File: src/rtl/irq_gateway_pkg.sv
// irq_gateway_pkg
// Shared types and helpers for the interrupt gateway.
//   trig_mode_e            : per-source trigger mode (level / rising edge)
//   DefaultMaxPendingEdges : default depth of the per-source edge counter
//   id_width()             : width of claim/complete IDs for a source count
// Optional build macro used by the gateway files: IRQ_GATEWAY_SYNC_EN.
package irq_gateway_pkg;

  typedef enum logic {
    TrigLevel = 1'b0,
    TrigEdge  = 1'b1
  } trig_mode_e;

  localparam int unsigned DefaultMaxPendingEdges = 4;

  // Source 0 is reserved but still occupies an ID, so IDs span 0..num_irqs-1.
  function automatic int unsigned id_width(input int unsigned num_irqs);
    return (num_irqs < 2) ? 1 : $clog2(num_irqs);
  endfunction

endpackage

File: src/rtl/irq_gateway_src.sv
// irq_gateway_src
// Per-source gateway slice: input sampling, rising-edge detection, saturating
// edge counter, claim/complete in-flight tracking and sticky overflow flag.
// Build macro IRQ_GATEWAY_SYNC_EN inserts a 2-flop synchroniser ahead of the
// sampling register (irq -> pending latency 3 cycles instead of 1).
// Ports:
//   clk, rst      : core clock, synchronous active-high reset
//   irq           : raw interrupt line
//   mode          : TrigLevel / TrigEdge, quasi-static
//   claim_sel     : claim strobe already decoded for this source
//   complete_sel  : complete strobe already decoded for this source
//   pending       : request towards the PLIC core
//   overflow      : sticky edge-counter overflow
module irq_gateway_src
  import irq_gateway_pkg::*;
#(
  parameter int unsigned MaxPendingEdges = DefaultMaxPendingEdges
) (
  input  logic       clk,
  input  logic       rst,
  input  logic       irq,
  input  trig_mode_e mode,
  input  logic       claim_sel,
  input  logic       complete_sel,
  output logic       pending,
  output logic       overflow
);

  localparam int unsigned      CntW   = $clog2(MaxPendingEdges + 1);
  localparam logic [CntW-1:0] CntMax = CntW'(MaxPendingEdges);

  logic            irq_in;
  logic            irq_q;
  logic            prev_q;
  logic [CntW-1:0] cnt;
  logic [CntW-1:0] cnt_d;
  logic            inflight;
  logic            inflight_d;
  logic            overflow_d;
  logic            is_edge;
  logic            rise;
  logic            claim_ok;
  logic            complete_ok;

`ifdef IRQ_GATEWAY_SYNC_EN
  logic sync_p0;
  logic sync_p1;

  // Synchroniser stages for lines coming from a foreign clock domain
  always_ff @(posedge clk) begin
    if (rst) begin
      sync_p0 <= 1'b0;
      sync_p1 <= 1'b0;
    end else begin
      sync_p0 <= irq;
      sync_p1 <= sync_p0;
    end
  end

  assign irq_in = sync_p1;
`else
  assign irq_in = irq;
`endif

  assign is_edge = (mode == TrigEdge);
  // prev_q clears on reset, so a line already high at release counts once.
  assign rise    = irq_q & ~prev_q;

  // Request is derived from registered state only.
  assign pending = is_edge ? ((cnt != '0) & ~inflight) : (irq_q & ~inflight);

  // A claim needs a live request; a complete needs an outstanding claim.
  // The two are mutually exclusive for one source in one cycle.
  assign claim_ok    = claim_sel & pending;
  assign complete_ok = complete_sel & inflight;

  always_comb begin
    cnt_d      = cnt;
    inflight_d = inflight;
    overflow_d = overflow;

    if (claim_ok) begin
      inflight_d = 1'b1;
    end else if (complete_ok) begin
      inflight_d = 1'b0;
    end

    if (!is_edge) begin
      cnt_d = '0;
    end else if (rise && claim_ok) begin
      cnt_d = cnt;
    end else if (rise) begin
      if (cnt == CntMax) begin
        overflow_d = 1'b1;
      end else begin
        cnt_d = cnt + 1'b1;
      end
    end else if (claim_ok) begin
      cnt_d = cnt - 1'b1;
    end
  end

  // Sampling register and per-source state
  always_ff @(posedge clk) begin
    if (rst) begin
      irq_q    <= 1'b0;
      prev_q   <= 1'b0;
      cnt      <= '0;
      inflight <= 1'b0;
      overflow <= 1'b0;
    end else begin
      irq_q    <= irq_in;
      prev_q   <= irq_q;
      cnt      <= cnt_d;
      inflight <= inflight_d;
      overflow <= overflow_d;
    end
  end

endmodule

File: src/rtl/irq_gateway.sv
// irq_gateway
// Interrupt gateway between raw device IRQ lines and the PLIC core. Holds one
// irq_gateway_src slice per source 1..NumIrqs-1; this level only decodes the
// claim/complete IDs into per-source strobes. Source 0 is reserved.
// Build macro IRQ_GATEWAY_SYNC_EN adds a 2-flop synchroniser per source.
// Ports:
//   clk_i, rst_i       : core clock, synchronous active-high reset
//   irq_i              : raw interrupt lines (bit 0 ignored)
//   edge_trigger_i     : per-source mode, 1 = rising edge, 0 = level
//   pending_o          : requests to the PLIC core (bit 0 always 0)
//   claim_i/_id_i      : one-cycle claim strobe and claimed source
//   complete_i/_id_i   : one-cycle completion strobe and completed source
//   overflow_o         : sticky edge-counter overflow flags
module irq_gateway
  import irq_gateway_pkg::*;
#(
  parameter int unsigned NumIrqs         = 32,
  parameter int unsigned MaxPendingEdges = DefaultMaxPendingEdges,
  parameter int unsigned IdWidth         = id_width(NumIrqs)
) (
  input  logic               clk_i,
  input  logic               rst_i,
  input  logic [NumIrqs-1:0] irq_i,
  input  logic [NumIrqs-1:0] edge_trigger_i,
  output logic [NumIrqs-1:0] pending_o,
  input  logic               claim_i,
  input  logic [IdWidth-1:0] claim_id_i,
  input  logic               complete_i,
  input  logic [IdWidth-1:0] complete_id_i,
  output logic [NumIrqs-1:0] overflow_o
);

  logic [NumIrqs-1:1] claim_sel;
  logic [NumIrqs-1:1] complete_sel;
  logic               unused_src0;

  // Source 0 inputs are deliberately not used.
  assign unused_src0   = irq_i[0] ^ edge_trigger_i[0];
  assign pending_o[0]  = 1'b0;
  assign overflow_o[0] = 1'b0;

  // Only IDs 1..NumIrqs-1 have a matching slice, so ID 0 and out-of-range
  // IDs decode to no strobe at all and are dropped without side effects.
  for (genvar i = 1; i < NumIrqs; i++) begin : g_src
    assign claim_sel[i]    = claim_i    && (claim_id_i    == IdWidth'(i));
    assign complete_sel[i] = complete_i && (complete_id_i == IdWidth'(i));

    irq_gateway_src #(
      .MaxPendingEdges(MaxPendingEdges)
    ) u_src (
      .clk         (clk_i),
      .rst         (rst_i),
      .irq         (irq_i[i]),
      .mode        (trig_mode_e'(edge_trigger_i[i])),
      .claim_sel   (claim_sel[i]),
      .complete_sel(complete_sel[i]),
      .pending     (pending_o[i]),
      .overflow    (overflow_o[i])
    );
  end

endmodule
File: config.mk
export PLATFORM = sky130hd
export DESIGN_NAME = irq_gateway
export DESIGN_NICKNAME = d
export VERILOG_FILES = /design/src/rtl/irq_gateway_pkg.sv /design/src/rtl/irq_gateway_src.sv /design/src/rtl/irq_gateway.sv
export SDC_FILE = /design/constraint.sdc
export NUM_CORES = 1
export LEC_CHECK = 0
export CAP_MARGIN = 20
export CORE_UTILIZATION = 38
export CTS_CLUSTER_SIZE = 40
export DETAILED_ROUTE_END_ITERATION = 12
export PLACE_DENSITY = 0.56
export SKIP_CTS_REPAIR_TIMING = 1
export SYNTH_ARGS = -nofsm -noshare
export SYNTH_HDL_FRONTEND = slang
export SYNTH_HIERARCHICAL = 1
export SYNTH_SLANG_ARGS = --single-unit
File: constraint.sdc
create_clock -name clk_i -period 2.85 [get_ports clk_i]
set_input_delay 0.285 -clock clk_i [delete_from_list [all_inputs] [get_ports clk_i]]
set_output_delay 0.285 -clock clk_i [all_outputs]
set_load 0.02 [all_outputs]
### Word-level counts from Yosys, hierarchy flattened

Cells that the tools add are included.

| storage, ports and cells | value |
|---|---|
| bits of input ports | 78 |
| word-level logic and storage cells | 1,085 |
| register bits after elaboration | 217 |

| cells by class | value |
|---|---|
| bitwise operators | 279 |
| reduce and logical (&&, ||, !) cells | 279 |
| multiplexer cells | 186 |
| eq/ne operators | 124 |
| $add $sub $neg | 62 |

Operators with widths:

| cell | count |
|---|---|
| $mux W3 | 93 |
| $eq A5 B5 Y1 const B | 32 |
| $and A1 B1 Y1 | 155 |
| $not A1 Y1 | 124 |
| $reduce_and A4 Y1 | 31 |
| $reduce_bool A2 Y1 | 62 |
| $add A3 B1 Y3 const B | 31 |
| $eq A3 B3 Y1 const B | 31 |
| $logic_and A1 B1 Y1 | 93 |
| $mux W1 | 93 |
| $reduce_and A3 Y1 | 31 |
| $reduce_bool A3 Y1 | 31 |
| $sub A3 B1 Y3 const B | 31 |
| $eq A5 B4 Y1 const B | 16 |
| $ne A2 B2 Y1 const B | 31 |
| $reduce_or A2 Y1 | 31 |
| $eq A5 B3 Y1 const B | 8 |
| $eq A5 B2 Y1 const B | 4 |
| $eq A5 B1 Y1 const B | 2 |

### Logic depth before layout (Yosys ltp)

Gate-level depths: netlist (run 1).

| depth | value |
|---|---|
| depth in word-level cells | 7 |
| gate-level depth with buffers | 7 |

### By module

The synthesis (run 1) kept the hierarchy.

By module, submodules not included:

| module | instances | area each (µm²) | cells each | seq. area each (µm²) |
|---|---|---|---|---|
| irq_gateway_src (g_src[22].u_src ...) | 18 | 350.3 | 40 | 140.1 |
| irq_gateway_src (g_src[10].u_src ...) | 13 | 361.6 | 39 | 140.1 |
| irq_gateway | 1 | 471.7 | 95 | 0.0 |

### Worst setup path before layout (run 1)

OpenSTA, ideal clock, no wires.

| timing | value |
|---|---|
| kind | input -> register |
| from | input port claim_id_i[4] |
| to | register g_src[1].u_src.cnt[0] |
| required time | 2,778 ps |
| path buffers | 1 |
| arrival | 1,859 ps |
| setup slack | 920 ps |
| stages on the path | 6 |
| path through | or4b_1 -> nor2_1 -> or4b_1 -> buf_2 -> mux2i_1 -> mux2i_1 |

| between the ends | value |
|---|---|
| word-level cells in the longest chain between the ends | 6 |

RTL lines:

| element | RTL line | source |
|---|---|---|
| start: declaration | irq_gateway.sv:27 | `input logic [IdWidth-1:0] claim_id_i,` |
| $eq A5 B1 Y1 * | irq_gateway.sv:45 | `assign claim_sel[i] = claim_i && (claim_id_i == IdWidth'(i));` |
| $logic_and A1 B1 Y1 * | irq_gateway.sv:45 |  |
| named net claim_sel, one bit | irq_gateway.sv:33 | `logic [NumIrqs-1:1] claim_sel;` |
| $and A1 B1 Y1 * | irq_gateway_src.sv:74 | `assign claim_ok = claim_sel & pending;` |
| $logic_and A1 B1 Y1 | irq_gateway_src.sv:90 | `end else if (rise && claim_ok) begin` |
| $not A1 Y1 (no source line) | - |  |
| $reduce_and A3 Y1 (no source line) * | - |  |
| end signal: assignment | irq_gateway_src.sv:114 | `cnt <= cnt_d;` |
| end: declaration | irq_gateway_src.sv:35 | `logic [CntW-1:0] cnt;` |

Mark *: on every way through the listed nets, which the timed path passes. The rest lies on a longest branch.
A chain may end at the register's enable or synchronous reset.

### Final worst setup path (run 1)

| timing | value |
|---|---|
| from | register g_src[21].u_src.cnt[0] |
| to | output port pending_o[21] |

| between the ends | value |
|---|---|
| word-level cells in the longest chain between the ends | 3 |

RTL lines:

| element | RTL line | source |
|---|---|---|
| start: declaration | irq_gateway_src.sv:35 |  |
| start signal: assignment | irq_gateway_src.sv:114 |  |
| $reduce_bool A3 Y1 | irq_gateway_src.sv:70 | `assign pending = is_edge ? ((cnt != '0) & ~inflight) : (irq_q & ~inflight);` |
| $and A1 B1 Y1 | irq_gateway_src.sv:70 |  |
| $mux W1 | irq_gateway_src.sv:70 |  |
| end: declaration | irq_gateway.sv:25 | `output logic [NumIrqs-1:0] pending_o,` |

No other way between the ends.

==> impl_results.md, run 1 <==
* Status: finished clean
* FF-to-FF Start: g_src[19].u_src/irq_q
* Clock buffer depth at 3
* Detail Route Antenna Nets at 0
* Overall power at 7.441 mW
* Flop-to-flop setup slack at 1.03 ns
* Die ar. at 30,910 um2
* Dpl cells at 1,845
* Initial antenna violation count at 0
* Syn_area_per_cell at 8.683 um2
* Diodes inserted at 0
* Total Negative Setup Slacks at 0 ns
* Core area at 29,720 um2
* Gpl congestion at 0.8383
* Crit. End Element: output port
* Crit path max-delay family: buffers and inverters
* Final slew viol count at 0
* Register bit total from synthesis at 217
* Share of layout cells above drive strength 1 at 0.05925
* Most common cell after layout, fill and taps aside: dfxtp_1
* Highest-count cells in the layout ignoring fill and taps: 217 x dfxtp_1, 186 x nor2_1, 136 x clkdlybuf4s50_1
* Area Overhead vs Synth at 24.08%
* Nets at 1,592
* Clock sinks at 217
* Drt first pass iters at 5
* CP max stage delay at 0.69 ns
* Port buffer count at 137
* Post-DP HPWL at 20,230 um
* FF-to-FF path depth at 6
* Count of different cell masters after synthesis at 33
* Critical path class: reg2out
* Achievable frequency at 0.4186 GHz
* Fin cells at 1,892
* Pwr Density at 522.4 nW/um2
* H-tree depth at 1
* Final WL at 27,770 um
* Startpoint Class: flip-flop
* Vias at 9,792
* # rows at 63
* Boundary Pins at 142
* Crit path cell chain: nor4b_1, nor3_1, clkdlybuf4s50_1
* Setup violators final at 0
* Req. time, crit path at 2.57 ns
* Final min period at 2.389 ns
* Yosys warns at 6
* FF-to-FF End: g_src[19].u_src/cnt[1]
* Max-slew headroom at 0.6098
* Synthesized cell area at 11,480 um2
* Drt drc at 0
* Seq/Total Area, Yosys at 0.3785
* Setup crit start: g_src[21].u_src/cnt[0]
* Clk_lat worst skew at 0.53 ns
* GRT overflow at 0
* Unrepaired setup endpoints after global routing: no
* Hold/Removal Path Class: in2reg
* Largest net degree at the start of global routing at 46
* CTS tree: built
* Main synth FF type: dfxtp_1
* Pleak at 5.370 nW
* Die X at 175.8 um
* Crit path max fanout at 5
* Slew @ Worst Pin at 0.5853 ns
* 1st-iter DRT viols at 414
* Routed len/inst at 14.68 um
* Wire length of the first global-routing pass at 45,650 um
* Hold Violations, Final at 0
* Final period utilization at 0.8381
* CP Buf/Inv Count at 1
* Slowest stage cell on the critical path: clkdlybuf4s50_1
* Num CTS Buffers at 26
* WHS Path Cells at 2
* Chip Height at 175.8 um
* Synth Instances at 1,322
* Worst endpoint data arrival time at 2.10 ns
* EDFF count, synth at 0
* Maximum VDD drop at 354.1 uV
* Yosys top cell area share at 0.3785
* Reg clk slew, reported paths at 0.06 ns
* Tot GR Track Use at 0.1802
* Initial Util at 0.3863
* Vias in the first global route at 9,330
* Min-Delay Startpoint: rst_i
* Clock Tree Root: clkbuf_16
* Async SR Flop Fraction at 0
* Hold EP: g_src[12].u_src/overflow
* Final Skew at 0.009579 ns
* Top post-synthesis cells by area: dfxtp_1 38%, nor2b_1 6.8%, mux2i_1 6.1%
* DR vias/cell at 5.175
* Maxcap violations at 0
* Synth area leader: dfxtp_1
## cell usage after synthesis, types with 26 or more instances
master,number
a211oi_1,36
nor2b_1,124
a21oi_1,75
dfxtp_1,217
inv_1,67
nand2_1,118
nor2_1,186
nand2b_1,79
fa_1,31
nor3_1,31
a41oi_1,31
nor3b_1,26
mux2i_1,70
## cell type report
| class | count | area [um2] |
|---|---|---|
| clock inverters | 2 | 10.01 |
| clock buffers | 45 | 863.3 |
| flip-flops and latches | 217 | 4344 |
| multi-input cells | 1018 | 6784 |
| well taps | 390 | 488.0 |
| inverters | 67 | 251.5 |
| fillers | 2898 | 15470 |
| repair buffers | 153 | 1501 |
## worst register-to-register path: cells and delay by family, from the launching register on
kind            cells  cell delay, ns
compound gates      2            0.21
fa+ha+maj           1            0.49
buf+inv             1            0.16
flops               1            0.34
mux                 1            0.28
simple gates        1            0.21
## per-layer routing
metal  GRT usage  share of wire  vias up  routed length (um)
met3     0.02987          0.046       43                1271
met4     0.05181          0.023        0                 631
met2      0.2973           0.45      170               12450
met5           0              0        -                   0
li1            -              -     5000                   -
met1      0.2411           0.48     4579               13410
## cells by family (layout without fill, tap and decap cells)
| logic type | after synthesis | after routing | synth area share |
|---|---|---|---|
| adder cells (fa/ha/maj) | 31 | 31 | 0.05407 |
| AO/OA/AOI/OAI | 227 | 227 | 0.1360 |
| AND/OR/NAND/NOR | 675 | 675 | 0.3265 |
| flip-flops | 217 | 217 | 0.3785 |
| other | 1 | 2 | 0.0003267 |
| multiplexers | 83 | 83 | 0.07380 |
| buffers and inverters | 88 | 267 | 0.03085 |
## worst max path at each step
stage | endpoint | slack [ns] | cells past startpoint
CTS | pending_o[21] | 0.44 | 3
global route | pending_o[21] | 0.35 | 3
global placement | g_src[1].u_src/cnt[2] | 0.25 | 6
floorplan | g_src[1].u_src/cnt[0] | 0.92 | 6
detailed placement | g_src[1].u_src/cnt[2] | 0.22 | 6
finish | pending_o[21] | 0.46 | 3
## flip-flops by register name (all words and copies together) (netlist names)
| signal | count |
|---|---|
| g_src.u_src/prev_q | 31 |
| g_src.u_src/inflight | 31 |
| g_src.u_src/irq_q | 31 |
| g_src.u_src/cnt | 93 |
| g_src.u_src/overflow | 31 |
## power by group
group / internal (mW) / switching (mW) / leakage (nW) / total, mW
sequential: 3.12 / 0.0776 / 1.77 / 3.19
clock: 2.03 / 1.28 / 0.434 / 3.31
combinational: 0.436 / 0.502 / 3.17 / 0.939
## per-stage QoR
stage                     utilization  instance area [um2]  hold WS [ns]  worst slack (ns)
after floorplan                     -                11480        0.3541            0.9197
after global placement         0.4499                13370        0.4538            0.2488
after detailed placement       0.4499                13370        0.4634            0.2178
after CTS                      0.4793                14240        0.2441            0.4376
after global routing           0.4793                14240        0.2679            0.3473
final                          0.4793                14240        0.2485            0.4613
(Power assumes the default switching activity.)
==> run 2, diff against run 1 <==
clock period = 2.3 ns   (was 2.85 ns; I/O delays follow)
==> run 2 against run 1 <==
Die area did not move. Worst hold slack got worse by 0.090 ns. Non-clock buffer count grew 46. Global-route usage grew 0.36 points. Register-to-register slack lost 0.55 ns. Wire length grew 3.5%. Clock skew fell by 0.0033 ns. Sequential share of layout area decreased by 1.1 points. Setup slack lost 0.38 ns. Critical path depth did not move. Critical endpoint is now pending_o[1]. Largest cell class unchanged. Largest power group unchanged.
==> impl_results.md, run 2 (same netlist as run 1, synthesis figures left out) <==
* Status: finished clean (unchanged)
* Clock sinks at 217 (unchanged)
* Req. time, crit path at 2.07 ns (was 2.57 ns)
* Final period utilization at 0.9647
* Slew @ Worst Pin at 0.5818 ns (was 0.5853 ns)
* Top reg by flops: g_src.u_src/cnt (unchanged)
* Met2 Usage GRT at 0.3134 (was 0.2973)
* Drt first pass iters at 5 (unchanged)
* Highest-count cells in the layout ignoring fill and taps: 217 x dfxtp_1, 186 x nor2_1, 130 x clkdlybuf4s50_1 (was 217 x dfxtp_1, 186 x nor2_1, 136 x clkdlybuf4s50_1)
* Dpl ws at -0.2128 ns (was 0.2178 ns)
* Most common cell after layout, fill and taps aside: dfxtp_1 (unchanged)
* Initial Util at 0.3863 (unchanged)
* H-tree depth at 1 (unchanged)
* Die X at 175.8 um (unchanged)
* Overall power at 9.314 mW (was 7.441 mW)
* Nets at 1,638 (was 1,592)
* Top Usage Layer GRT: met2 (unchanged)
* Chip Height at 175.8 um (unchanged)
* M3 GR Usage at 0.02727 (was 0.02987)
* FF-to-FF path depth at 6 (unchanged)
* Share of layout cells above drive strength 1 at 0.08656 (was 0.05925)
* Critical path class: reg2out (unchanged)
* Final Skew at 0.006302 ns (was 0.009579 ns)
* Final WL at 28,750 um (was 27,770 um)
* # rows at 63 (unchanged)
* Slowest stage cell on the critical path: clkdlybuf4s50_1 (unchanged)
* Pleak at 5.775 nW (was 5.370 nW)
* Area Overhead vs Synth at 28.68% (was 24.08%)
* WHS at 0.1580 ns (was 0.2485 ns)
* Gpl congestion at 0.8146 (was 0.8383)
* Crit path cell chain: nor4b_1, nor3_1, clkdlybuf4s50_1 (unchanged)
* Startpoint Class: flip-flop (unchanged)
* Vias at 9,927 (was 9,792)
* GRT overflow at 0 (unchanged)
* Hold EP: g_src[12].u_src/prev_q (was g_src[12].u_src/overflow)
* Final core utilization at 0.4970 (was 0.4793)
* Reg clk slew, reported paths at 0.06 ns (about the same)
* 1st-iter DRT viols at 392 (was 414)
* Final min period at 2.219 ns
* Clock buffer depth at 3 (unchanged)
* Setup crit start: g_src[1].u_src/cnt[0] (was g_src[21].u_src/cnt[0])
* PnR worst setup slack at 0.08108 ns (was 0.4613 ns)
* Pwr Density at 630.6 nW/um2 (was 522.4 nW/um2)
* Maximum VDD drop at 432.7 uV (was 354.1 uV)
* Hold Violations, Final at 0 (unchanged)
* Cell Area, Placed at 13,740 um2 (was 13,370 um2)
* Hold/Removal Path Class: in2reg (unchanged)
* FF-to-FF End: g_src[11].u_src/cnt[1] (was g_src[19].u_src/cnt[1])
* Min-Delay Startpoint: rst_i (unchanged)
* Num CTS Buffers at 26 (unchanged)
* WHS Path Cells at 2 (unchanged)
* Number of flip-flops under the largest register name at 93 (unchanged)
* Die ar. at 30,910 um2 (unchanged)
* CP max stage delay at 0.66 ns (was 0.69 ns)
* DR vias/cell at 5.122 (was 5.175)
* Boundary Pins at 142 (unchanged)
* CTS tree: built (unchanged)
* Flop-to-flop setup slack at 0.48 ns (was 1.03 ns)
* Core area at 29,720 um2 (unchanged)
* Max-slew headroom at 0.6121 (was 0.6098)
* Drt drc at 0 (unchanged)
* Detail Route Antenna Nets at 0 (unchanged)
* Diodes inserted at 0 (unchanged)
* Final slew viol count at 0 (unchanged)
* Crit path max fanout at 5 (unchanged)
* Achievable frequency at 0.4507 GHz
* # fillers at 2,841 (was 2,898)
* Port buffer count at 137 (unchanged)
* FF-to-FF Start: g_src[11].u_src/irq_q (was g_src[19].u_src/irq_q)
* Clock Tree Root: clkbuf_16 (unchanged)
* Routed len/inst at 14.83 um (was 14.68 um)
* Post-DP HPWL at 21,230 um (was 20,230 um)
* Clk_lat worst skew at 0.52 ns (was 0.53 ns)
* Setup violators final at 0 (unchanged)
* Grt met1 use at 0.2419 (was 0.2411)
* Vias in the first global route at 9,448 (was 9,330)
* Largest net degree at the start of global routing at 35 (was 46)
* Maxcap violations at 0 (unchanged)
* Final instance area at 14,770 um2 (was 14,240 um2)
* Initial antenna violation count at 0 (unchanged)
* Worst endpoint data arrival time at 1.99 ns (was 2.10 ns)
* Wire length of the first global-routing pass at 46,290 um (was 45,650 um)
* Crit. End Element: output port (unchanged)
* Tot GR Track Use at 0.1838 (was 0.1802)
## run 2: cell count changes in the layout (fill, tap and decap cells not counted), sizes merged
cell and change:
dlymetal6s2s +6, bufinv +2, clkbuf -2, buf +46, clkdlybuf4s50 -6
## run 2: critical path: cells and delay by family (launching register included)
family / cells / cell delay (ns)
flops: 1 / 0.44
buf+inv: 1 / 0.66
simple gates: 2 / 0.37
## run 2: metal layers
layer  vias up  part of all wire
li1       5082                 -
met4         0             0.024
met1      4648              0.48
met5         -                 0
met3        39             0.037
met2       158              0.46
## run 2: report_power, final
group,total [mW],switching [mW],internal [mW]
Clock,4.13,1.57,2.56
Combinational,1.22,0.633,0.582
Sequential,3.97,0.106,3.86
## run 2: worst max path at each step
stage	to	cells past startpoint	slack, ns
after floorplan	g_src[1].u_src/cnt[0]	6	0.42
after global placement	g_src[1].u_src/cnt[0]	6	-0.18
after detailed placement	g_src[1].u_src/cnt[2]	6	-0.21
after CTS	pending_o[10]	3	-0.007
after global routing	pending_o[5]	3	-0.00006
final	pending_o[1]	3	0.08
## run 2: area by class of cell
class	instances	area (um2)	share of cell area
multi-input combinational	1018	6934	0.4695
sequential	217	4344	0.2941
timing repair buffer	199	1887	0.1277
clock buffer	43	795.8	0.05388
tap	390	488.0	0.03304
inverter	67	251.5	0.01703
clock inverter	4	70.07	0.004744
## run 2: through the flow
| step | std cells | setup TNS, ns |
|---|---|---|
| after floorplan | 1323 | 0 |
| after global placement | 1891 | -2.347 |
| after detailed placement | 1891 | -4.110 |
| after CTS | 1938 | -0.006732 |
| after global routing | 1938 | -0.00006084 |
| final | 1938 | 0 |
==> run 3, diff against run 2 <==
CORE_MARGIN = 3   (was default)
MAX_ROUTING_LAYER = met4   (was default)
SETUP_SLACK_MARGIN = 0.4   (was default)
==> run 3 against run 2 <==
First-iteration DRC count increased by 11%. Fmax is 17% higher. Critical path depth rose by 4. Highest routed layer unchanged.
==> impl_results.md, run 3 (same netlist as run 1, synthesis figures left out) <==
* Status: finished clean (unchanged)
* Fin cells at 1,967 (was 1,938)
* Critical path class: in2reg (was reg2out)
* WHS at 0.06013 ns (was 0.1580 ns)
* Clock Tree Root: clkbuf_16 (unchanged)
* Achievable frequency at 0.5275 GHz (was 0.4507 GHz)
* Final period utilization at 0.8243 (was 0.9647)
* FF-to-FF End: g_src[13].u_src/cnt[1] (was g_src[11].u_src/cnt[1])
* NetSw at 2.367 mW (was 2.308 mW)
* CP max stage delay at 0.60 ns (was 0.66 ns)
* Clock Power Share at 0.432 (was 0.443)
* Highest-count cells in the layout ignoring fill and taps: 210 x dfxtp_1, 175 x nor2_1, 118 x nand2_1, 118 x nor2b_1, 105 x clkdlybuf4s50_1 (was 217 x dfxtp_1, 186 x nor2_1, 130 x clkdlybuf4s50_1)
* Final Skew at 0.008931 ns (was 0.006302 ns)
* Drt first pass iters at 5 (unchanged)
* Pleak at 6.203 nW (was 5.775 nW)
* Worst endpoint data arrival time at 2.33 ns (was 1.99 ns)
* Boundary Pins at 142 (unchanged)
* FF-to-FF path depth at 6 (unchanged)
* FF-to-FF Start: g_src[13].u_src/irq_q (was g_src[11].u_src/irq_q)
* Port buffer count at 137 (unchanged)
* Hold Violations, Final at 0 (unchanged)
* Final min period at 1.896 ns (was 2.219 ns)
* Pwr Density at 605.8 nW/um2 (was 630.6 nW/um2)
* Die X at 179.8 um (was 175.8 um)
* Unrepaired setup endpoints after global routing: yes
* Hold/Removal Path Class: in2reg (unchanged)
* Final slew viol count at 0 (unchanged)
* Chip Height at 179.8 um (was 175.8 um)
* Detail Route Antenna Nets at 0 (unchanged)
* Gpl congestion at 0.8381 (was 0.8146)
* Slowest stage cell on the critical path: or4b_4 (was clkdlybuf4s50_1)
* Die ar. at 32,330 um2 (was 30,910 um2)
* Hold EP: g_src[15].u_src/overflow (was g_src[12].u_src/prev_q)
* Clock sinks at 217 (unchanged)
* Clk_lat worst skew at 0.52 ns (about the same)
* Crit path max-delay family: simple AND/OR/NAND/NOR gates (was buffers and inverters)
* Post-DP HPWL at 21,460 um (was 21,230 um)
* Share of layout cells above drive strength 1 at 0.1472 (was 0.08656)
* 1st-iter DRT viols at 436 (was 392)
* Sequential Power Share at 0.431 (was 0.426)
* Vias in the first global route at 9,338 (was 9,448)
* Setup violators final at 0 (unchanged)
* Total Negative Setup Slacks at 0 ns (unchanged)
* Num CTS Buffers at 26 (unchanged)
* Reg clk slew, reported paths at 0.06 ns (about the same)
* Final WL at 29,360 um (was 28,750 um)
* Initial Util at 0.3863 (unchanged)
* Area Overhead vs Synth at 32.49% (was 28.68%)
* Most common cell after layout, fill and taps aside: dfxtp_1 (unchanged)
* Int Power at 6.846 mW (was 7.005 mW)
* Final core utilization at 0.5118 (was 0.4970)
* Initial antenna violation count at 1 (was 0)
* Req. time, crit path at 2.73 ns (was 2.07 ns)
* Core area at 29,720 um2 (unchanged)
* Tot GR Track Use at 0.1751 (was 0.1838)
* GRT overflow at 0 (unchanged)
* Crit path max fanout at 5 (unchanged)
* Maximum VDD drop at 528.5 uV (was 432.7 uV)
* Logic pwr share at 0.137 (was 0.130)
* Startpoint Class: input pin (was flip-flop)
* DR vias/cell at 5.134 (was 5.122)
* Largest net degree at the start of global routing at 42 (was 35)
* Number of flip-flops under the largest register name at 93 (unchanged)
* Sw Ratio at 0.2570 (was 0.2479)
* Routed len/inst at 14.93 um (was 14.83 um)
* H-tree depth at 1 (unchanged)
* Min-Delay Startpoint: rst_i (unchanged)
* PnR worst setup slack at 0.4042 ns (was 0.08108 ns)
* CP Buf/Inv Count at 2 (was 1)
* Max-slew headroom at 0.6178 (was 0.6121)
* Vias at 10.10k (was 9,927)
* Maxcap violations at 0 (unchanged)
* Top reg by flops: g_src.u_src/cnt (unchanged)
* Wire length of the first global-routing pass at 46,520 um (was 46,290 um)
* Crit. End Element: flip-flop (was output port)
* Dpl cells at 1,913 (was 1,891)
* Drt drc at 0 (unchanged)
* CTS tree: built (unchanged)
* Crit path cell chain: clkdlybuf4s50_1, or4b_4, nor2_1, inv_1, o31a_1, or2_1, a211oi_1 (was nor4b_1, nor3_1, clkdlybuf4s50_1)
* Slew @ Worst Pin at 0.5733 ns (was 0.5818 ns)
* Levels on crit path at 7 (was 3)
* WHS Path Cells at 2 (unchanged)
* Dpl ws at -0.2508 ns (was -0.2128 ns)
* Flop-to-flop setup slack at 0.53 ns (was 0.48 ns)
* Nets at 1,668 (was 1,638)
* Clock buffer depth at 3 (unchanged)
* # rows at 63 (unchanged)
-- run 3: cell types whose count changed in the layout (fill, tap and decap cells not counted), sizes merged --
cell           before  now
buf                63   93
bufinv              2    0
clkdlybuf4s50     130  105
clkinv              2    9
diode               0    1
dlymetal6s2s        6   24
-- run 3: stage by stage --
stage / total power, mW / instance area (um2)
6_report: 9.213 / 15210
5_1_grt: 9.631 / 15210
4_1_cts: 9.311 / 14760
3_5_place_dp: 5.258 / 13920
3_3_place_gp: 5.239 / 13920
2_1_floorplan: 4.711 / 11480
-- run 3: area by class of cell --
type,instances,area (um2)
repair buffers,229,2138
clock inverters,9,48.80
flip-flops and latches,217,4353
clock buffers,36,789.5
fillers,2819,14510
multi-input cells,1018,7137
diodes,1,2.502
well taps,390,488.0
inverters,67,251.5
-- run 3: how the worst max path moves through the flow --
stage	endpoint	from	slack (ns)
finish	g_src[2].u_src/cnt[0]	claim_id_i[4]	0.40
detailed placement	g_src[1].u_src/cnt[0]	claim_id_i[4]	-0.25
global route	g_src[2].u_src/cnt[0]	claim_id_i[4]	0.30
floorplan	g_src[1].u_src/cnt[0]	claim_id_i[4]	0.42
CTS	pending_o[10]	g_src[10].u_src/cnt[0]	-0.03
global placement	g_src[24].u_src/cnt[0]	claim_id_i[2]	-0.22
-- run 3: routing by layer --
layer | track usage | part of all wire
met5 | - | 0
met4 | 0.04332 | 0.025
met3 | 0.02509 | 0.037
met2 | 0.2806 | 0.46
met1 | 0.2348 | 0.48
-- run 3: power by group through the flow --
stage / clock network (mW) / registers, mW / logic (mW)
final: 3.98 / 3.97 / 1.26
after global routing: 4.25 / 3.99 / 1.39
after CTS: 4.13 / 3.96 / 1.23
after detailed placement: 0 / 4.04 / 1.22
after global placement: 0 / 4.04 / 1.20
after floorplan: 0 / 4.02 / 0.694
-- run 3: worst reg2reg max path, stage by stage, from the launching register on --
cell	delay, ns
dfxtp_1	0.33
nor2b_1	0.22
inv_1	0.16
fa_1	0.47
mux2_2	0.27
a21oi_1	0.14
a21oi_1	0.06
